**src/rtl/mem_access_unit_pkg.sv**
```systemverilog
// Shared constants and types for the MEM-stage load/store initiator.
package mem_access_unit_pkg;

    // Bus widths
    localparam int DATA_BUS      = 64;
    localparam int DATA_ADDR_BUS = 64;

    // Request direction on the target ports
    localparam logic REQ_READ  = 1'b0;
    localparam logic REQ_WRITE = 1'b1;

    // Access size codes
    localparam logic [1:0] SIZE_B = 2'd0;
    localparam logic [1:0] SIZE_H = 2'd1;
    localparam logic [1:0] SIZE_W = 2'd2;
    localparam logic [1:0] SIZE_D = 2'd3;

    // Initiator FSM states
    typedef enum logic [1:0] {
        ST_IDLE   = 2'd0,
        ST_ACCESS = 2'd1,
        ST_DONE   = 2'd2
    } mau_state_t;

    // True when the byte address is not a multiple of the access size.
    function automatic logic is_misaligned(input logic [DATA_ADDR_BUS-1:0] addr,
                                           input logic [1:0]               size);
        logic w_mis;
        case (size)
            SIZE_B:  w_mis = 1'b0;
            SIZE_H:  w_mis = addr[0];
            SIZE_W:  w_mis = (addr[1:0] != 2'b00);
            SIZE_D:  w_mis = (addr[2:0] != 3'b000);
            default: w_mis = 1'b0;
        endcase
        return w_mis;
    endfunction

endpackage

```
**src/rtl/mem_load_align.sv**
```systemverilog
// Combinational load-data aligner: shifts the addressed bytes of a
// doubleword down to bit 0, truncates to the access size and extends.
// Kept standalone so the I-cache fill path can reuse it.
module mem_load_align
    import mem_access_unit_pkg::*;
(
    input  logic [DATA_BUS-1:0] i_data,
    input  logic [2:0]          i_offset,
    input  logic [1:0]          i_size,
    input  logic                i_unsigned,
    output logic [DATA_BUS-1:0] o_data
);

    logic [DATA_BUS-1:0] w_shifted;

    // Shift by byte offset, then truncate and sign/zero-extend by size.
    always_comb begin
        w_shifted = i_data >> {i_offset, 3'b000};
        o_data    = w_shifted;
        case (i_size)
            SIZE_B: o_data = i_unsigned ? {56'd0, w_shifted[7:0]}
                                        : {{56{w_shifted[7]}}, w_shifted[7:0]};
            SIZE_H: o_data = i_unsigned ? {48'd0, w_shifted[15:0]}
                                        : {{48{w_shifted[15]}}, w_shifted[15:0]};
            SIZE_W: o_data = i_unsigned ? {32'd0, w_shifted[31:0]}
                                        : {{32{w_shifted[31]}}, w_shifted[31:0]};
            default: o_data = w_shifted;
        endcase
    end

endmodule

```
**src/rtl/mem_access_unit.sv**
```systemverilog
// MEM-stage load/store initiator. Decodes each access to the CLINT port or
// the data-bus port, runs one transaction at a time and stalls the pipeline
// until it completes, times out, or is rejected as misaligned.
//
// Handshake: a target port's valid is held high with all request fields
// stable until the cycle in which that port's ready is high; data_read and
// resp are sampled in that same cycle, and valid is low the cycle after.
module mem_access_unit
    import mem_access_unit_pkg::*;
#(
    parameter logic [63:0] CLINT_BASE = 64'h0000_0000_0200_0000,
    parameter logic [63:0] CLINT_SIZE = 64'h0000_0000_0001_0000,
    parameter logic [15:0] TIMEOUT    = 16'd1024
) (
    input  logic                     clk,
    input  logic                     rst,
    // Pipeline side
    input  logic                     mem_valid_i,
    input  logic                     mem_is_store_i,
    input  logic [DATA_ADDR_BUS-1:0] mem_addr_i,
    input  logic [1:0]               mem_size_i,
    input  logic                     mem_unsigned_i,
    input  logic [DATA_BUS-1:0]      mem_wdata_i,
    output logic                     mem_stall_o,
    output logic                     mem_done_o,
    output logic [DATA_BUS-1:0]      mem_rdata_o,
    output logic                     mem_err_o,
    // CLINT port
    output logic                     clint_valid_o,
    output logic                     clint_req_o,
    output logic [DATA_ADDR_BUS-1:0] clint_addr_o,
    output logic [1:0]               clint_size_o,
    output logic [DATA_BUS-1:0]      clint_data_write_o,
    input  logic                     clint_ready_i,
    input  logic [DATA_BUS-1:0]      clint_data_read_i,
    input  logic [1:0]               clint_resp_i,
    // Data-bus port
    output logic                     dbus_valid_o,
    output logic                     dbus_req_o,
    output logic [DATA_ADDR_BUS-1:0] dbus_addr_o,
    output logic [1:0]               dbus_size_o,
    output logic [DATA_BUS-1:0]      dbus_data_write_o,
    input  logic                     dbus_ready_i,
    input  logic [DATA_BUS-1:0]      dbus_data_read_i,
    input  logic [1:0]               dbus_resp_i,
    // Debug
    output mau_state_t               dbg_state_o
);

    mau_state_t                r_state;
    mau_state_t                w_next_state;

    logic [DATA_ADDR_BUS-1:0]  r_addr;
    logic [1:0]                r_size;
    logic [DATA_BUS-1:0]       r_wdata;
    logic                      r_is_store;
    logic                      r_unsigned;
    logic                      r_sel_clint;
    logic [15:0]               r_tcnt;
    logic [DATA_BUS-1:0]       r_rdata;
    logic                      r_err;
    logic                      r_after_done;

    logic                      w_accept;
    logic                      w_req_valid;
    logic                      w_stall;
    logic                      w_timeout_hit;
    logic                      w_complete;
    logic                      w_ready;
    logic [DATA_BUS-1:0]       w_data_read;
    logic [1:0]                w_resp;
    logic                      w_in_clint;
    logic                      w_misaligned;
    logic [DATA_BUS-1:0]       w_aligned;
    logic [DATA_BUS-1:0]       w_data_write;

    // Address decode and alignment check on the incoming request.
    assign w_in_clint   = (mem_addr_i >= CLINT_BASE) &&
                          (mem_addr_i < (CLINT_BASE + CLINT_SIZE));
    assign w_misaligned = is_misaligned(mem_addr_i, mem_size_i);

    // Response mux from whichever port this transaction targets.
    assign w_ready     = r_sel_clint ? clint_ready_i     : dbus_ready_i;
    assign w_data_read = r_sel_clint ? clint_data_read_i : dbus_data_read_i;
    assign w_resp      = r_sel_clint ? clint_resp_i      : dbus_resp_i;

    mem_load_align u_load_align (
        .i_data     (w_data_read),
        .i_offset   (r_addr[2:0]),
        .i_size     (r_size),
        .i_unsigned (r_unsigned),
        .o_data     (w_aligned)
    );

    // Next-state and control decode.
    always_comb begin
        w_next_state  = r_state;
        w_accept      = 1'b0;
        w_req_valid   = 1'b0;
        w_stall       = 1'b0;
        w_timeout_hit = 1'b0;
        w_complete    = 1'b0;
        case (r_state)
            ST_IDLE: begin
                if (mem_valid_i) begin
                    // Hold the pipeline even on the guard cycle after DONE,
                    // so the instruction waits rather than slipping past.
                    w_stall = 1'b1;
                    if (!r_after_done) begin
                        w_accept     = 1'b1;
                        w_next_state = w_misaligned ? ST_DONE : ST_ACCESS;
                    end
                end
            end
            ST_ACCESS: begin
                w_stall     = 1'b1;
                w_req_valid = 1'b1;
                if (w_ready) begin
                    w_complete   = 1'b1;
                    w_next_state = ST_DONE;
                end else if (r_tcnt == (TIMEOUT - 16'd1)) begin
                    w_timeout_hit = 1'b1;
                    w_next_state  = ST_DONE;
                end
            end
            ST_DONE: begin
                w_next_state = ST_IDLE;
            end
            default: begin
                w_next_state = ST_IDLE;
            end
        endcase
    end

    // State register.
    always_ff @(posedge clk) begin
        if (rst) begin
            r_state <= ST_IDLE;
        end else begin
            r_state <= w_next_state;
        end
    end

    // Latch the request fields and the target select on acceptance.
    always_ff @(posedge clk) begin
        if (rst) begin
            r_addr      <= '0;
            r_size      <= SIZE_B;
            r_wdata     <= '0;
            r_is_store  <= 1'b0;
            r_unsigned  <= 1'b0;
            r_sel_clint <= 1'b0;
        end else if (w_accept) begin
            r_addr      <= mem_addr_i;
            r_size      <= mem_size_i;
            r_wdata     <= mem_wdata_i;
            r_is_store  <= mem_is_store_i;
            r_unsigned  <= mem_unsigned_i;
            r_sel_clint <= w_in_clint;
        end
    end

    // Ready-timeout counter: cleared on entry to ACCESS, counts waiting cycles.
    always_ff @(posedge clk) begin
        if (rst) begin
            r_tcnt <= '0;
        end else if (w_accept) begin
            r_tcnt <= '0;
        end else if (w_req_valid && !w_ready && !w_timeout_hit) begin
            r_tcnt <= r_tcnt + 16'd1;
        end
    end

    // Result registers, loaded on the transition into DONE.
    always_ff @(posedge clk) begin
        if (rst) begin
            r_rdata <= '0;
            r_err   <= 1'b0;
        end else if (w_accept && w_misaligned) begin
            r_rdata <= '0;
            r_err   <= 1'b1;
        end else if (w_complete) begin
            r_rdata <= r_is_store ? '0 : w_aligned;
            r_err   <= (w_resp != 2'b00);
        end else if (w_timeout_hit) begin
            r_rdata <= '0;
            r_err   <= 1'b1;
        end
    end

    // Marks the IDLE cycle right after DONE, in which no request is taken.
    always_ff @(posedge clk) begin
        if (rst) begin
            r_after_done <= 1'b0;
        end else begin
            r_after_done <= (r_state == ST_DONE);
        end
    end

    // Store data is placed on its byte lanes within the doubleword.
    assign w_data_write = r_wdata << {r_addr[2:0], 3'b000};

    // Both ports carry the latched fields; only the selected one sees valid.
    // Valid is also gated by rst so an abandoned transaction drops at once.
    assign clint_valid_o      = w_req_valid &&  r_sel_clint && !rst;
    assign clint_req_o        = r_is_store ? REQ_WRITE : REQ_READ;
    assign clint_addr_o       = r_addr;
    assign clint_size_o       = r_size;
    assign clint_data_write_o = w_data_write;

    assign dbus_valid_o       = w_req_valid && !r_sel_clint && !rst;
    assign dbus_req_o         = r_is_store ? REQ_WRITE : REQ_READ;
    assign dbus_addr_o        = r_addr;
    assign dbus_size_o        = r_size;
    assign dbus_data_write_o  = w_data_write;

    assign mem_stall_o = w_stall;
    assign mem_done_o  = (r_state == ST_DONE);
    assign mem_rdata_o = r_rdata;
    assign mem_err_o   = r_err && (r_state == ST_DONE);
    assign dbg_state_o = r_state;

endmodule
```
**config.mk**
```make
export PLATFORM = sky130hd
export DESIGN_NAME = mem_access_unit
export DESIGN_NICKNAME = d
export VERILOG_FILES = /design/src/rtl/mem_access_unit_pkg.sv /design/src/rtl/mem_load_align.sv /design/src/rtl/mem_access_unit.sv
export SDC_FILE = /design/constraint.sdc
export NUM_CORES = 1
export LEC_CHECK = 0
export ABC_AREA = 1
export CAP_MARGIN = 15
export CORE_AREA = 2 2 231 233
export CTS_CLUSTER_SIZE = 24
export DETAILED_ROUTE_END_ITERATION = 10
export DIE_AREA = 0 0 233 235
export PLACE_DENSITY_LB_ADDON = 0.08
export SYNTH_ARGS = -nofsm -noshare
export SYNTH_HDL_FRONTEND = slang
export SYNTH_SLANG_ARGS = --single-unit
```
**constraint.sdc**
```tcl
create_clock -name clk -period 2.6 [get_ports clk]
set_clock_uncertainty 0.15 [all_clocks]
set_input_delay 0.52 -clock clk [delete_from_list [all_inputs] [get_ports clk]]
set_output_delay 0.52 -clock clk [all_outputs]
set_load 0.05 [all_outputs]
```
==> results.md <==
| Stage | Parameter | This run |
|:---|:---|:---|
| outcome | Outcome | complete, but fails checks |
| outcome | Violations in the final reports | setup timing |
| global route | First-pass GRT wire length | 106,000 um |
| global route | Vias in the first global route | 16,000 |
| routing | Count of antenna-violating nets left after detailed routing | 0 |
| routing | DRC viols | 0 |
| global route | All-Layer GR Usage | 25.7% |
| pwr | Peak ir drop on the vdd network | 0.000455 V |
| worst hold path | Class of the most critical hold timing path | reg -> reg |
| sta | Final-layout setup total negative slack | -7.42 ns |
| critical path | Largest fanout on the critical path | 8 |
| sta | Transition time of the tightest slew-check pin | 0.601 ns |
| synth | Yosys reg bits | 217 |
| synth | Yosys warns | 0 |
| synth | Syn Nets | 2,439 |
| critical path | Critical Path End Type | output port |
| place | Global placer's final weighted congestion | 0.902 |
| die | Y dimension of the die | 235 um |
| pwr | Cell area power density | 653 nW/um^2 |
| sta | Final cycle utilization of the critical path | 106% |
| sta | Final count of hold timing violations | 0 |
| place | Area post-placement | 21,000 sq um |
| place | Quantity of I/O buffers inserted on ports | 601 |
| synth | Mean post-synth cell area | 6.31 sq um |
| routing | Total length of routed wires | 73,700 um |
| sta | Final worst slack | -0.156 ns |
| critical path | Worst path required time | 1.93 ns |
| clock network | Clk slew on worst S/H paths | 0.06 ns |
| critical path | R2r startpoint | clint_addr_o[0] |
| critical path | Crit-path max cell delay | 0.36 ns |
| worst hold path | Startpoint of the lowest-slack hold path | mem_rdata_o[1] |
| synth | Async SR Flop Fraction | 0% |
| synth | Most used DFF post-synth | sky130_fd_sc_hd__dfxtp_1 |
| place | DP Wirelength | 55,200 um |
| clock network | Number of hold-repair buffers added at the cts stage | 0 |
| pwr | Total power draw | 15.5 mW |
| die | Chip Width | 233 um |
| global route | Global-route congestion overflow total | 0 |
| critical path | Arrival time at the worst endpoint | 2.09 ns |
| sta | Worst slew slack as a fraction of its limit | 59.8% |
| die | Top-level I/O count | 602 |
| routing | Detailed router's first-iteration violation count | 1,101 |
| pwr | Static leakage | 9.40 nW |
| finish | Share of post-route cells with drive strength above 1 | 20.8% |
| clock network | Clock buffers created by TritonCTS | 26 |
| finish | Cell area after layout | 23,700 sq um |
| critical path | Cells along the critical path | buf_12, inv_16, buf_12, buf_4, nand2_4, nand2_4, o21ai_4, o21ai_4, buf_12 |
| die | FP Rows | 84 |
| critical path | Sort of element at the start of the critical path | flip-flop |
| finish | Final-layout fill cell count | 5,207 |
| synth | Number of distinct library cells after synthesis | 41 |
| die | Core area | 52,200 sq um |
| critical path | Cell with the biggest individual delay on the critical path | sky130_fd_sc_hd__dfxtp_4 |
| clock network | TritonCTS clock tree | built |
| clock network | Clock root buffer | sky130_fd_sc_hd__clkbuf_16 |
| clock network | Clock Sinks | 217 |
| synth | Post-synthesis cell area | 13,700 sq um |
| sta | Max-slew violation count | 0 |
| global route | Antenna violations before repair | 9 |
| die | Effective utilization at floorplan | 26.2% |
| routing | DR pass1 iterations | 5 |
| routing | Via density per instance | 4.97 |
| sta | Highest Clock Rate | 363 MHz |
| sta | Unrepaired setup endpoints after global routing | true |
| finish | Relative area change from synthesis to final layout | 73.0% |
| finish | Commonest non-fill, non-tap cell in the layout | sky130_fd_sc_hd__nand2_1 |
| job | Count of max-cap constraint violations | 0 |
| critical path | Crit Path Class | reg -> out |
| critical path | CP most frequent cell | sky130_fd_sc_hd__buf_12 |
| die | Die Outline Area | 54,800 sq um |
| finish | Highest-count cells in the layout ignoring fill and taps | 476 x sky130_fd_sc_hd__nand2_1, 454 x sky130_fd_sc_hd__clkdlybuf4s50_1, 288 x sky130_fd_sc_hd__nor2_1, 213 x sky130_fd_sc_hd__dfxtp_1, 174 x sky130_fd_sc_hd__nand3_1 |
| critical path | CP Launch Point | clint_addr_o[0] |
| clock network | Clock latency reported for the late side of the worst-skew pair | 0.54 ns |
| routing | Overall via count from detail_route | 16,500 |
| finish | Nets@finish | 2,881 |
| synth | Gate count of the mapped netlist | 2,169 |
| clock network | Total number of H-tree levels | 1 |
| global route | Largest net degree at the start of global routing | 73 |
| place | Cells after DPL | 3,228 |
| finish | Number of standard cells in the final layout excluding fillers | 3,317 |
| routing | Average wire length per cell after detail routing | 22.2 um |
| clock network | Largest buffer count on any clock path | 3 |
| synth | Share of synthesized area occupied by flip-flops and latches | 31.8% |
| synth | Number of flops mapped to enable cells by yosys | 0 |
| sta | Total of endpoints with negative setup slack in the final report | 93 |
| sta | Min Clock Period, post-route | 2.76 ns |
[registers in the layout, indices dropped and copies added, names as in the netlist]
signal        flops
clint_addr_o     64
r_unsigned        1
mem_rdata_o      64
clint_size_o      2
r_tcnt           16
r_wdata          64
r_is_store        1
r_sel_clint       1
dbg_state_o       2
r_err             1
r_after_done      1
[stage by stage]
step,util [%],hold slack [ns],setup slack (ns)
2_1_floorplan,-,0.294,-0.00566
3_3_place_gp,40.2,0.308,-0.00841
3_5_place_dp,40.2,0.308,-0.0634
4_1_cts,44.4,0.316,-0.191
5_1_grt,45.3,0.341,-0.219
6_report,45.3,0.315,-0.156
[final cells by class]
| class | count | area (sq um) | area share, % |
|---|---|---|---|
| Clock inverter | 10 | 133 | 0.560 |
| Sequential cell | 217 | 4360 | 18.4 |
| Tap cell | 688 | 861 | 3.64 |
| Multi-Input combinational cell | 1602 | 8910 | 37.7 |
| Timing Repair inverter | 1 | 6.26 | 0.0264 |
| Clock buffer | 34 | 722 | 3.05 |
| Antenna cell | 2 | 5.00 | 0.0211 |
| Inverter | 53 | 233 | 0.983 |
| Timing Repair Buffer | 710 | 8430 | 35.6 |
[layer usage]
| layer | track usage (%) | share of wire (%) |
|---|---|---|
| met5 | 0 | 0.087 |
| met4 | 5.27 | 1.7 |
| met3 | 4.61 | 7.7 |
| met2 | 42.7 | 47 |
| met1 | 34.7 | 43 |
[synthesized netlist by cell type, types with 2 or more instances]
cell                       instances  area share [%]
sky130_fd_sc_hd__o21ai_0         205             7.5
sky130_fd_sc_hd__nand4_1          12            0.55
sky130_fd_sc_hd__or2_2            20            0.91
sky130_fd_sc_hd__mux2i_1          24             1.8
sky130_fd_sc_hd__o21ai_1          57             2.1
sky130_fd_sc_hd__nor3_1           12            0.44
sky130_fd_sc_hd__and2_0            4            0.18
sky130_fd_sc_hd__buf_4           139             7.6
sky130_fd_sc_hd__nand3_1         215             7.9
sky130_fd_sc_hd__nor2_2            2           0.091
sky130_fd_sc_hd__xor2_1            3            0.19
sky130_fd_sc_hd__and2_1            7            0.32
sky130_fd_sc_hd__dfxtp_1         217              32
sky130_fd_sc_hd__nor2_1          321             8.8
sky130_fd_sc_hd__buf_6            11            0.91
sky130_fd_sc_hd__o211ai_1         18            0.99
sky130_fd_sc_hd__buf_2            47             1.7
sky130_fd_sc_hd__a21oi_2          20             1.3
sky130_fd_sc_hd__inv_1            48             1.3
sky130_fd_sc_hd__xnor2_1           5            0.32
sky130_fd_sc_hd__o22ai_1           2           0.091
sky130_fd_sc_hd__a21oi_1         128             4.7
sky130_fd_sc_hd__clkbuf_1         78             2.1
sky130_fd_sc_hd__inv_2             3           0.082
sky130_fd_sc_hd__nor4_1            8            0.37
sky130_fd_sc_hd__nand2_1         521              14
sky130_fd_sc_hd__a31oi_1           7            0.32
sky130_fd_sc_hd__and3_1            2           0.091
sky130_fd_sc_hd__buf_1            21            0.58
[repair_timing]
action                     in CTS  in global routing
buffers inserted               21                 11
setup endpoints to repair     130                135
pin swaps                      55                 37
cloned                         13                  1
resized for setup             187                101
[critical path, delay by kind of cell (launching register included)]
| kind | cells | cell delay [ns] |
|---|---|---|
| buffers and inverters | 5 | 0.70 |
| AO/OA/AOI/OAI | 2 | 0.32 |
| AND/OR/NAND/NOR | 2 | 0.14 |
| flip-flops | 1 | 0.36 |
[power by group]
part | internal, mW | switching (mW)
Clock | 2.24 | 1.51
Combinational | 3.08 | 4.77
Sequential | 3.57 | 0.295
[kinds of logic after synthesis]
family	count (synthesis)	share of synthesized area (%)
AND/OR/NAND/NOR	1127	34.1
AO/OA/AOI/OAI	442	17.3
buffers and inverters	350	14.5
adder cells (fa/ha/maj)	1	0.0915
flip-flops	217	31.8
multiplexers	24	1.76
XOR/XNOR	8	0.512
[final timing paths]
check / endpoint / slack [ns] / cells past startpoint
min: mem_rdata_o[1] / 0.31 / 2
min reg2reg: mem_rdata_o[1] / 0.31 / 2
max: dbus_data_write_o[61] / -0.16 / 9
max reg2reg: mem_rdata_o[44] / 0.13 / 13
(Power assumes the default switching activity.)
